## src/rtl/kong_pkg.sv

```systemverilog
// Shared Kong sequencer constants and the sequencer state encoding.
package kong_pkg;

  localparam int KONG_NUM_BARRELS   = 4;
  localparam int KONG_XMIN          = 64;
  localparam int KONG_XMAX          = 576;
  localparam int KONG_THROW_STEPS   = 96;
  localparam int KONG_SETTLE_CYCLES = 2_100_000;
  localparam int KONG_THROW_CYCLES  = 4_000_000;

  typedef enum logic [2:0] {
    ST_IDLE      = 3'd0,
    ST_WALK      = 3'd1,
    ST_SETTLE    = 3'd2,
    ST_WAIT_SLOT = 3'd3,
    ST_THROW     = 3'd4
  } kong_seq_state_t;

endpackage

```

## src/rtl/barrel_slot_picker.sv

```systemverilog
// Lowest-index free barrel slot finder; purely combinational.
module barrel_slot_picker #(
  parameter int NUM_BARRELS = 4
) (
  input  logic [NUM_BARRELS-1:0]         i_busy,
  output logic [$clog2(NUM_BARRELS)-1:0] o_id,
  output logic                           o_any_free
);

  localparam int ID_W = $clog2(NUM_BARRELS);

  // Scan from the top down so the lowest free index is the last one written.
  always_comb begin
    o_id       = {ID_W{1'b0}};
    o_any_free = ~&i_busy;
    for (int i = NUM_BARRELS - 1; i >= 0; i--) begin
      o_id = i_busy[i] ? o_id : ID_W'(i);
    end
  end

endmodule

```

## src/rtl/kong_sequencer.sv

```systemverilog
// Autonomous Kong controller: patrols between x bounds, pauses, throws a
// barrel into the lowest free slot, then resumes the patrol.
module kong_sequencer
  import kong_pkg::*;
#(
  parameter int NUM_BARRELS   = KONG_NUM_BARRELS,
  parameter int XMIN          = KONG_XMIN,
  parameter int XMAX          = KONG_XMAX,
  parameter int THROW_STEPS   = KONG_THROW_STEPS,
  parameter int SETTLE_CYCLES = KONG_SETTLE_CYCLES,
  parameter int THROW_CYCLES  = KONG_THROW_CYCLES
) (
  input  logic                           clk,
  input  logic                           rst,
  input  logic                           start_game,
  input  logic                           game_over,
  input  logic [10:0]                    kong_xpos,
  input  logic [NUM_BARRELS-1:0]         barrel_busy,
  output logic                           left,
  output logic                           right,
  output logic                           animation,
  output logic                           spawn_valid,
  output logic [$clog2(NUM_BARRELS)-1:0] spawn_id,
  output logic [10:0]                    spawn_xpos,
  output logic                           spawn_dir
);

  localparam int          ID_W       = $clog2(NUM_BARRELS);
  localparam logic [10:0] XMIN_V     = 11'(XMIN);
  localparam logic [10:0] XMAX_V     = 11'(XMAX);
  localparam logic [9:0]  STEPS_V    = 10'(THROW_STEPS);
  localparam logic [22:0] SETTLE_END = 23'(SETTLE_CYCLES - 1);
  localparam logic [22:0] THROW_END  = 23'(THROW_CYCLES - 1);

  kong_seq_state_t r_state, w_state_nxt;
  logic            r_dir, w_dir_nxt;
  logic [9:0]      r_step_cnt, w_step_cnt_nxt, w_step_cnt_inc;
  logic [22:0]     r_timer, w_timer_nxt;
  logic [10:0]     r_xpos_q;
  logic            r_left, r_right, r_anim, r_spawn_valid;
  logic [ID_W-1:0] r_spawn_id;
  logic [10:0]     r_spawn_xpos;
  logic            r_spawn_dir;
  logic            w_left_nxt, w_right_nxt, w_anim_nxt, w_spawn_nxt;
  logic            w_active, w_step, w_rev, w_any_free;
  logic [ID_W-1:0] w_free_id;

  barrel_slot_picker #(.NUM_BARRELS(NUM_BARRELS)) u_picker (
    .i_busy     (barrel_busy),
    .o_id       (w_free_id),
    .o_any_free (w_any_free)
  );

  assign w_active       = start_game & ~game_over;
  assign w_step         = (kong_xpos != r_xpos_q);
  assign w_rev          = (~r_dir & (kong_xpos <= XMIN_V)) | (r_dir & (kong_xpos >= XMAX_V));
  assign w_step_cnt_inc = (r_step_cnt == STEPS_V) ? r_step_cnt : r_step_cnt + {9'd0, w_step};

  // Outputs are computed for the next state so they register alongside it.
  always_comb begin
    w_state_nxt    = r_state;
    w_dir_nxt      = r_dir;
    w_step_cnt_nxt = r_step_cnt;
    w_timer_nxt    = r_timer;
    w_left_nxt     = 1'b0;
    w_right_nxt    = 1'b0;
    w_anim_nxt     = 1'b0;
    w_spawn_nxt    = 1'b0;
    if (!w_active) begin
      w_state_nxt    = ST_IDLE;
      w_step_cnt_nxt = 10'd0;
    end else begin
      case (r_state)
        ST_IDLE: begin
          w_state_nxt    = ST_WALK;
          w_step_cnt_nxt = 10'd0;
        end
        ST_WALK: begin
          w_dir_nxt      = r_dir ^ w_rev;
          w_step_cnt_nxt = w_step_cnt_inc;
          if (w_step_cnt_inc == STEPS_V) begin
            w_state_nxt = ST_SETTLE;
            w_timer_nxt = 23'd0;
          end else begin
            w_left_nxt  = ~w_dir_nxt;
            w_right_nxt = w_dir_nxt;
          end
        end
        ST_SETTLE: begin
          if (r_timer == SETTLE_END) begin
            w_timer_nxt = 23'd0;
            if (w_any_free) begin
              w_state_nxt = ST_THROW;
              w_anim_nxt  = 1'b1;
              w_spawn_nxt = 1'b1;
            end else begin
              w_state_nxt = ST_WAIT_SLOT;
            end
          end else begin
            w_timer_nxt = r_timer + 23'd1;
          end
        end
        ST_WAIT_SLOT: begin
          if (w_any_free) begin
            w_state_nxt = ST_THROW;
            w_timer_nxt = 23'd0;
            w_anim_nxt  = 1'b1;
            w_spawn_nxt = 1'b1;
          end else begin
            w_state_nxt = ST_WAIT_SLOT;
          end
        end
        ST_THROW: begin
          if (r_timer == THROW_END) begin
            w_state_nxt    = ST_WALK;
            w_timer_nxt    = 23'd0;
            w_step_cnt_nxt = 10'd0;
            w_left_nxt     = ~r_dir;
            w_right_nxt    = r_dir;
          end else begin
            w_timer_nxt = r_timer + 23'd1;
            w_anim_nxt  = 1'b1;
          end
        end
        default: begin
          w_state_nxt = ST_IDLE;
        end
      endcase
    end
  end

  always_ff @(posedge clk) begin
    if (rst) begin
      r_state <= ST_IDLE;
    end else begin
      r_state <= w_state_nxt;
    end
  end

  // Spawn fields are captured only on the cycle that enters the throw.
  always_ff @(posedge clk) begin
    if (rst) begin
      r_dir         <= 1'b1;
      r_step_cnt    <= 10'd0;
      r_timer       <= 23'd0;
      r_xpos_q      <= kong_xpos;
      r_left        <= 1'b0;
      r_right       <= 1'b0;
      r_anim        <= 1'b0;
      r_spawn_valid <= 1'b0;
      r_spawn_id    <= {ID_W{1'b0}};
      r_spawn_xpos  <= 11'd0;
      r_spawn_dir   <= 1'b0;
    end else begin
      r_dir         <= w_dir_nxt;
      r_step_cnt    <= w_step_cnt_nxt;
      r_timer       <= w_timer_nxt;
      r_xpos_q      <= kong_xpos;
      r_left        <= w_left_nxt;
      r_right       <= w_right_nxt;
      r_anim        <= w_anim_nxt;
      r_spawn_valid <= w_spawn_nxt;
      if (w_spawn_nxt) begin
        r_spawn_id   <= w_free_id;
        r_spawn_xpos <= kong_xpos;
        r_spawn_dir  <= r_dir;
      end
    end
  end

  assign left        = r_left;
  assign right       = r_right;
  assign animation   = r_anim;
  assign spawn_valid = r_spawn_valid;
  assign spawn_id    = r_spawn_id;
  assign spawn_xpos  = r_spawn_xpos;
  assign spawn_dir   = r_spawn_dir;

endmodule

```

## config.mk

```make
export PLATFORM = sky130hd
export DESIGN_NAME = kong_sequencer
export DESIGN_NICKNAME = d
export VERILOG_FILES = /design/src/rtl/kong_pkg.sv /design/src/rtl/barrel_slot_picker.sv /design/src/rtl/kong_sequencer.sv
export SDC_FILE = /design/constraint.sdc
export NUM_CORES = 1
export LEC_CHECK = 0
export CORE_UTILIZATION = 31
export CTS_BUF_LIST = sky130_fd_sc_hd__clkbuf_8
export DETAILED_ROUTE_END_ITERATION = 16
export PLACE_DENSITY_LB_ADDON = 0.12
export SYNTH_ARGS = -nofsm -noshare
export SYNTH_HDL_FRONTEND = slang
export SYNTH_SLANG_ARGS = --single-unit
```

## constraint.sdc

```tcl
create_clock -name clk -period 2.95 [get_ports clk]
set_input_delay 0.59 -clock clk [delete_from_list [all_inputs] [get_ports clk]]
set_output_delay 0.59 -clock clk [all_outputs]
set_load 0.02 [all_outputs]
```

==> impl_metrics.ini <==
[status]
status = completed

[yosys]
synth_flop_cell = dfxtp_1
synth_top_family_by_area = simple AND/OR/NAND/NOR gates
synth.net_count = 418
synth-simple-area-share_pct = 28.12
synth_area_sq_um = 3248
synth_top_area_cell = dfxtp_1
synth_compound_area_share_pct = 18.30
ys_seq_area_share_pct = 40.68
ys_types = 55
netlist_instances = 396
yosysTopAreaCellShare_pct = 40.68
synth_xor_area_share_pct = 4.314
syn_avg_cell_area_sq_um = 8.202
synth-edff-count = 0
synth_top_cells_by_area = dfxtp_1, a21oi_1, nand2_1
synthArstFlopShare_pct = 0
synth-seq-cells = 66
yosysWarningCount = 0
synthMuxAreaShare_pct = 3.698
synthAdderAreaFrac_pct = 1.156

[sta]
fin_crit_ns = 2.937
slew_headroom_pct = 53.97
clock_skew_ns = 0.01504
holdWs_ns = 0.3982
rsz0062_at_grt = yes
slew_violations = 0
period_share_pct = 99.54
setup_viol = 0
worstMarginPinSlew_ns = 0.6880
fmax_mhz = 340.5
hold_viol = 0
setup_ws_ns = 0.01349
tns_ns = 0

[grt]
first_global_vias = 2979
antenna_found_initial = 0
grt_pass1_wl_mm = 14.63
grt.total_usage_pct = 16.80
overflow = 0
grt_max_degree = 39

[power]
p_int_mw = 1.268
p_sw_uw = 465.6
p_comb_share_pct = 6.1
switching_share_pct = 26.86
clock_power_share_pct = 41.7
leakage_nw = 1.371
pwr-share-seq_pct = 52.2
ir_drop_mv = 0.1805
powerDensity_nw_per_um2 = 421.4

[placed_design]
place_hpwl_mm = 6.003
portBuffers = 36
dpl_cell_area_sq_um = 3879
gp_congestion = 0.7870
place_ws_ns = -0.7096

[setup_path]
end_kind = flip-flop
cp_max_fo = 4
path_delay_family = simple AND/OR/NAND/NOR gates
cp.required_ns = 3.23
cp.arrival_ns = 3.21
critPathLaunchType = input port
cp_slowest_stage_delay_ns = 0.51
crit_type = in2reg
cpMaxStageDelayCell = or4b_4
cp_cell_sequence = dlygate4sd2_1, xor2_1, nor3_1, nand3_1, ha_2, and4_4, a211oi_2, o21ai_1, a211o_1, o22a_4, or4b_4, a21oi_2
path_buf_inv = 1

[drt]
viasPerCell = 5.155
ant_nets = 0
routed-via-count = 3067
avgRoutedWirePerCell_microns = 14.46
dr.first_iter.drc_count = 105
drc = 0
drt-total-wl_mm = 8.603
drt_first_pass_iters = 4

[cts]
cts.sinks = 66
htree_levels = 3
cts_root_buf = clkbuf_8
tritoncts = yes
cts.clk_slew.worst_paths_ns = 0.08
clock_latency_ns = 0.35
clk_path_buf_depth = 2
hold_buffers = 0
numCtsBuffers = 9

[die]
die_h_microns = 104.4
rows = 37
pin_count = 37
die_area_sq_um = 10890
fp.dieW_microns = 104.4
start_util_pct = 31.75
core_area_sq_um = 10230

[cells_and_area]
num_antenna_cells = 0
layout-drive-gt1-share_pct = 15.69
area_growth_pct = 26.66
fin_nets = 476
utilization_pct = 40.21
design_area_sq_um = 4114

[worst_hold_path]
min_path_type = in2reg

[flow_run]
cap_violations = 0
==> cell type report <==
type                    count  area [sq um]
fillers                  1078          6117
multi-input cells         304          1839
flip-flops and latches     66          1321
repair buffers             68         580.6
well taps                 136         170.2
clock buffers               9         123.9
clock inverters             7         60.06
inverters                   5         18.77
==> sequential cells by signal (all words and copies together) (netlist names) <==
name,count
spawn_id,2
r_state,3
right,1
animation,1
spawn_xpos,11
r_timer,23
spawn_valid,1
r_dir,1
r_step_cnt,10
r_xpos_q,11
spawn_dir,1
left,1
==> placed cells by master, fill, tap and decap left out, drive strengths merged, types with 14 or more instances in the layout <==
cell type / n
dfxtp: 66
buf: 38
nor2: 37
nand2: 36
a21oi: 31
o21ai: 30
clkdlybuf4s50: 25
nand3: 18
nor3: 18
a31oi: 14
==> synth_stat cells, types with 6 or more instances <==
cell / count
dfxtp_1: 66
nand2_1: 36
nor2_1: 36
a21oi_1: 31
o21ai_0: 27
nand3_1: 17
nor3_1: 17
a31oi_1: 14
xor2_1: 13
clkbuf_1: 12
mux2i_1: 12
or3_1: 12
and3_1: 8
nand4_1: 7
nand2b_1: 6
==> routing by layer <==
metal | global-route usage [%] | vias to the layer above | share of wire, %
met1 | 23.54 | 1448 | 52
met5 | 0 | - | 0
met2 | 25.35 | 44 | 44
met3 | 3.509 | 8 | 2.9
met4 | 5.816 | 0 | 1.2
li1 | - | 1567 | -
==> what timing repair did <==
action	in CTS	in global routing
resized for setup	36	10
pin swaps	18	14
hold endpoints to repair	0	0
endpoints found under the setup margin	23	8
buffers inserted	6	0
==> cells by family (layout without fill, tap and decap cells) <==
group / count (synthesis) / in the layout
simple gates: 174 / 174
compound gates: 99 / 99
flops: 66 / 66
buf+inv: 26 / 89
xor+xnor: 16 / 16
mux: 12 / 12
fa+ha+maj: 3 / 3
==> final timing paths <==
path                            slack [ns]      endpoint  cells past startpoint          start
worst max-delay path                  0.01   r_timer[18]                     12   kong_xpos[9]
worst min-delay path                  0.40  r_xpos_q[10]                      1  kong_xpos[10]
worst max register to register        0.09   r_timer[18]                     11    r_xpos_q[1]
worst min register to register        0.48   spawn_id[0]                      2    spawn_id[0]
==> through the flow <==
stage               instances  total power, mW
floorplan                 396           0.9717
global placement          573            1.036
global route              595            1.817
finish                    595            1.733
CTS                       595            1.762
detailed placement        573            1.036
==> power groups by stage <==
stage / Sequential, mW / Combinational, mW / Clock [mW]
2_1_floorplan: 0.926 / 0.0461 / 0
3_3_place_gp: 0.926 / 0.109 / 0
3_5_place_dp: 0.926 / 0.110 / 0
4_1_cts: 0.905 / 0.105 / 0.752
5_1_grt: 0.907 / 0.117 / 0.793
6_report: 0.905 / 0.106 / 0.722
Note: power is estimated with default switching activity, not from simulation.
